<file path="src/rtl/fir_decim_avg.sv">
// Decimating boxcar averager for the FIR output: sums 2^LOG2_DEC captured samples
// and presents the floor-rounded mean on a valid/ready output with a sticky overrun flag.
module fir_decim_avg #(
  parameter int unsigned DIN_W    = 32,
  parameter int unsigned LOG2_DEC = 4,
  parameter int unsigned TRIG_DLY = 3
) (
  input  logic                       clk,
  input  logic                       n_rst,
  input  logic                       i_trig,
  input  logic signed [DIN_W-1:0]    din,
  input  logic                       i_clear,
  output logic signed [DIN_W-1:0]    o_data,
  output logic                       o_valid,
  input  logic                       i_ready,
  output logic                       o_overrun,
  output logic [LOG2_DEC-1:0]        o_cnt
);

  localparam int unsigned ACC_W = DIN_W + LOG2_DEC;
  localparam logic [LOG2_DEC-1:0] CNT_MAX = '1;

  typedef enum logic {
    ST_ACC  = 1'b0,
    ST_HOLD = 1'b1
  } state_e;

  logic cap;

  // Align i_trig with the upstream FIR latency so cap marks the cycle din is valid.
  generate
    if (TRIG_DLY == 0) begin : g_nodly
      assign cap = i_trig;
    end else begin : g_dly
      logic [TRIG_DLY-1:0] dly_q;
      logic [TRIG_DLY-1:0] dly_d;

      always_comb begin
        dly_d = (dly_q << 1) | TRIG_DLY'(i_trig);
        if (i_clear) begin
          dly_d = '0;
        end
      end

      always_ff @(posedge clk or negedge n_rst) begin
        if (!n_rst) begin
          dly_q <= '0;
        end else begin
          dly_q <= dly_d;
        end
      end

      assign cap = dly_q[TRIG_DLY-1];
    end
  endgenerate

  state_e                    state_q, state_d;
  logic signed [ACC_W-1:0]   acc_q, acc_d;
  logic [LOG2_DEC-1:0]       cnt_q, cnt_d;
  logic signed [DIN_W-1:0]   data_q, data_d;
  logic                      ovr_q, ovr_d;

  logic signed [ACC_W-1:0]   din_ext;
  logic signed [ACC_W-1:0]   sum;
  logic                      win_end;
  logic                      handshake;
  logic                      load;

  // Accumulator is wide enough for 2^LOG2_DEC full-scale samples, so no wrap.
  assign din_ext   = ACC_W'(din);
  assign sum       = acc_q + din_ext;
  assign win_end   = cap && (cnt_q == CNT_MAX);
  assign handshake = (state_q == ST_HOLD) && i_ready;
  assign load      = win_end && ((state_q == ST_ACC) || i_ready);

  // Next-state: window accumulation, result load/drop, handshake; clear wins over all.
  always_comb begin
    state_d = state_q;
    acc_d   = acc_q;
    cnt_d   = cnt_q;
    data_d  = data_q;
    ovr_d   = ovr_q;

    if (i_clear) begin
      state_d = ST_ACC;
      acc_d   = '0;
      cnt_d   = '0;
      ovr_d   = 1'b0;
    end else begin
      if (cap) begin
        if (win_end) begin
          acc_d = '0;
          cnt_d = '0;
          if (!load) begin
            ovr_d = 1'b1;
          end
        end else begin
          acc_d = sum;
          cnt_d = cnt_q + LOG2_DEC'(1);
        end
      end

      if (load) begin
        data_d  = DIN_W'(sum >>> LOG2_DEC);
        state_d = ST_HOLD;
      end else if (handshake) begin
        state_d = ST_ACC;
      end
    end
  end

  always_ff @(posedge clk or negedge n_rst) begin
    if (!n_rst) begin
      state_q <= ST_ACC;
      acc_q   <= '0;
      cnt_q   <= '0;
      data_q  <= '0;
      ovr_q   <= 1'b0;
    end else begin
      state_q <= state_d;
      acc_q   <= acc_d;
      cnt_q   <= cnt_d;
      data_q  <= data_d;
      ovr_q   <= ovr_d;
    end
  end

  assign o_data    = data_q;
  assign o_valid   = (state_q == ST_HOLD);
  assign o_overrun = ovr_q;
  assign o_cnt     = cnt_q;

endmodule

</file>
<file path="config.mk">
export PLATFORM = sky130hd
export DESIGN_NAME = fir_decim_avg
export DESIGN_NICKNAME = d
export VERILOG_FILES = /design/src/rtl/fir_decim_avg.sv
export SDC_FILE = /design/constraint.sdc
export NUM_CORES = 1
export LEC_CHECK = 0
export BUFFER_PORTS_ARGS = -buffer_cell sky130_fd_sc_hd__buf_2
export CAP_MARGIN = 20
export CELL_PAD_IN_SITES_DETAIL_PLACEMENT = 0
export CELL_PAD_IN_SITES_GLOBAL_PLACEMENT = 1
export CORE_UTILIZATION = 35
export DETAILED_ROUTE_END_ITERATION = 6
export PLACE_DENSITY_LB_ADDON = 0.25
export SETUP_SLACK_MARGIN = 0.4
export SLEW_MARGIN = 20
export SYNTH_ARGS = -nofsm -noshare
export SYNTH_HDL_FRONTEND = slang
export SYNTH_SLANG_ARGS = --single-unit
export TNS_END_PERCENT = 30
</file>
<file path="constraint.sdc">
create_clock -name clk -period 5.3 [get_ports clk]
set_clock_uncertainty 0.15 [all_clocks]
set_input_delay 0.265 -clock clk [delete_from_list [all_inputs] [get_ports clk]]
set_output_delay 0.265 -clock clk [all_outputs]
set_load 0.02 [all_outputs]
</file>
==> flow_summary.ini <==
[grt]
grt_max_degree = 78
grt_pass1_vias = 4461
grt_overflow = 0
global_route.usage.total = 0.1949
antenna_violations_before_repair = 0
wire_length_of_the_first_global_routing_pass_mm = 22.74

[worst_setup_path]
r2r_cells = 11
timing.setup.critical_path_class = reg2reg
worst_ep_arrival_time_ns = 3.25
critical_path_cell_count = 11
crit_path_cell_trace = ha_1 > inv_1 > fa_1 > nand2b_1 > a21oi_1 > o211ai_1 > a31o_2 > a2111oi_0 > o221a_1 > o21ai_0 > a32o_1
worstSetupStartpointType = flop
worstPathBufferInverterCount = 1
cp_max_fo = 6
worstSetupEndpointType = flop
cp_slowest_stage_delay_ns = 0.48
timing.critical_path.slowest_stage_cell = a2111oi_0
cp_top_family = compound AO/OA/AOI/OAI gates
worst-endpoint-required_ns = 5.38

[status]
run_status = completed

[routing]
avgRoutedWirePerCell_um = 17.00
drtPass1Iterations = 5
remaining_drc_errors = 0
avgViaCountPerCell = 5.558
first_iter_violations = 251
postRouteAntennaNets = 0
num_vias = 4530
detail_route.wirelength_mm = 13.85

[yosys]
synthesized_cell_area_um2 = 5124
synth_compound_gate_area_share = 0.2447
synth.largest_area_cell = dfrtp_1
synth.top_cells.by_area = dfrtp_1 (38%), ha_1 (8.8%), nand2_1 (5.9%), a21oi_1 (3.8%), a22o_1 (3.6%)
synth-warning-count = 0
synthXorXnorAreaFrac = 0.03932
synth_sequential_area_ratio = 0.3761
synthFlopType = dfrtp_1
post_synth_inst_count = 566
synth.ff_latch_count = 77
syn-num-nets = 640
synth.avg_cell_area_um2 = 9.052
synthMuxAreaShare = 0.03370
synth_top_family_by_area = compound AO/OA/AOI/OAI gates
synth_top_area_share = 0.3761
synthArstFlopShare = 1.000
synth_simple_gate_area_share = 0.1849
synth-edff-count = 0
netlist-cell-type-count = 55
synth_adder_area_share = 0.09182

[layout]
postLayoutCellArea_um2 = 5987
num-nets-final = 704
fillers = 1427
layout-area-overhead-vs-synth_pct = 16.85
multi_input_comb_area_um2 = 3058
final_layout_size_suffix_gt1_frac = 0.1953
final_util = 0.4247
insertedDiodeCount = 0
sequential_cell_area_um2 = 1927

[floorplanning]
floorplan.initialDensity = 0.3635
die_x_um = 123.0
placement_rows = 43
ios = 75
core_region_area_um2 = 14100
die_h_um = 123.0
dieArea_um2 = 15130

[power]
leakage_nw = 3.052
max-vdd-ir-drop_v = 0.0001563
power_density_nw_per_um2 = 247.9

[sta]
hold_viol = 0
holdWs_ns = 0.08640
timing.fmax_mhz = 315.3
fin_setup_tns_ns = 0
slew_violations = 0
slew_headroom = 0.3887
grt_setup_unrepaired = false
timing.final.crit_share = 0.5984
worst-slew-pin-transition_ns = 0.9160
final.min_clock_period_ns = 3.171
finalSetupViolCount = 0

[place]
port_buffers = 74
place.detailed.hpwl_mm = 10.02
postPlaceCellArea_um2 = 5662
gp_congestion = 0.8543

[hold_path]
worst_hold_path.num_cells = 4
hold_path_class = in2reg

[clock_network]
clk_latency_ns = 0.34
cts.repair_timing.setup_buffer_count = 0
cts_max_level = 3
cts.path.max_buffers = 2
cts_hold_buf = 2
post_cts.resized_instances = 0
clk_root_buffer_cell = clkbuf_16
tritoncts_clock_tree = built
cts-buffers-inserted = 9
clk_transition_reported_paths_ns = 0.06
cts_num_sinks = 77

[run]
max_cap_violations = 0
metal layers:
metal  GRT usage  up-vias  wire [µm]  share of wire
met5           0        -          0              0
met4     0.07380        0        253          0.018
met3     0.02952       15        551          0.040
met2      0.3044       97       6292           0.45
met1      0.2714     2204       6752           0.49
li1            -     2214          -              -
kinds of logic (layout without fill, tap and decap cells):
group	count (synthesis)	in the layout
XOR/XNOR	23	23
buffers and inverters	39	108
adder cells (fa/ha/maj)	37	37
AO/OA/AOI/OAI	174	174
multiplexers	16	16
AND/OR/NAND/NOR	200	200
flip-flops	77	77
registers in the layout (all words and copies together), names as in the netlist:
name	count
o_overrun	1
g_dly.dly_q	3
o_valid	1
o_cnt	4
acc_q	36
o_data	32
layout by cell type (no fill, tap or decap), types with 9 or more instances in the layout:
| cell type | synthesis | layout |
|---|---|---|
| a21oi_1 | 39 | 39 |
| inv_1 | 11 | 11 |
| xor2_1 | 13 | 13 |
| a21o_1 | 17 | 17 |
| nor3_1 | 10 | 9 |
| nand2_1 | 80 | 80 |
| a22o_1 | 21 | 21 |
| mux2_2 | 10 | 10 |
| nor2_1 | 33 | 32 |
| xnor2_1 | 10 | 10 |
| nand3_1 | 17 | 17 |
| dfrtp_1 | 77 | 77 |
| ha_1 | 36 | 36 |
| o21ai_0 | 28 | 28 |
| buf_2 | 3 | 73 |
| nand4_1 | 15 | 15 |
| clkbuf_16 | 0 | 9 |
power by group:
group / leakage (nW) / switching (mW) / total, mW / internal, mW
clock: 0.152 / 0.262 / 0.639 / 0.377
sequential: 1.03 / 0.0117 / 0.620 / 0.609
combinational: 1.87 / 0.144 / 0.225 / 0.0808
cells in the mapped netlist, types with 2 or more instances:
cell,n
o21bai_1,8
o31ai_1,6
mux2_2,10
clkbuf_1,24
mux2i_1,6
and3_1,7
ha_1,36
a31o_1,2
a21oi_1,39
a31oi_1,7
a21oi_2,2
nand2b_1,6
a21o_1,17
o21ai_0,28
buf_2,3
nand2_1,80
a22o_1,21
nor2_1,33
inv_1,11
nor3_1,10
nor2b_1,6
nand3b_1,2
or4_1,4
nand3_1,17
a211o_1,4
dfrtp_1,77
a211oi_1,3
a22oi_1,4
a211oi_2,2
a32o_1,5
a31o_2,5
or3_1,8
nand4_1,15
o211ai_1,5
o21a_1,5
xor2_1,13
and2_1,8
xnor2_1,10
final timing paths:
check / slack (ns) / end / from
setup / recovery: 2.13 / acc_q[32]$_DFFE_PN0P_ / acc_q[0]$_DFFE_PN0P_
hold / removal: 0.09 / o_valid$_DFFE_PN0P_ / i_ready
setup reg to reg: 2.13 / acc_q[32]$_DFFE_PN0P_ / acc_q[0]$_DFFE_PN0P_
hold reg to reg: 0.31 / g_dly.dly_q[2]$_DFF_PN0_ / g_dly.dly_q[1]$_DFF_PN0_
max in group asynchronous: 4.12 / o_data[23]$_DFFE_PN0P_ / n_rst
min in group asynchronous: 0.39 / o_data[5]$_DFFE_PN0P_ / n_rst
cell type report:
type	count	area share
Clock buffer	10	0.03992
Clock inverter	6	0.01045
Inverter	11	0.006897
Multi-Input combinational cell	450	0.5108
Sequential cell	77	0.3218
Tap cell	180	0.03762
Timing Repair Buffer	81	0.07252
worst min-delay path: stages:
cell and delay, ns:
buf_2 0.07, nor2b_1 0.07, nor2_1 0.09, nor2_1 0.04
per-stage QoR:
stage / setup WS (ns) / power, mW / instances
floorplan: 2.457 / 0.7756 / 566
global placement: 2.244 / 0.8523 / 797
detailed placement: 2.098 / 0.8560 / 797
CTS: 2.098 / 1.498 / 815
global route: 1.958 / 1.552 / 815
finish: 2.129 / 1.484 / 815
Note: power is estimated with default switching activity, not from simulation.
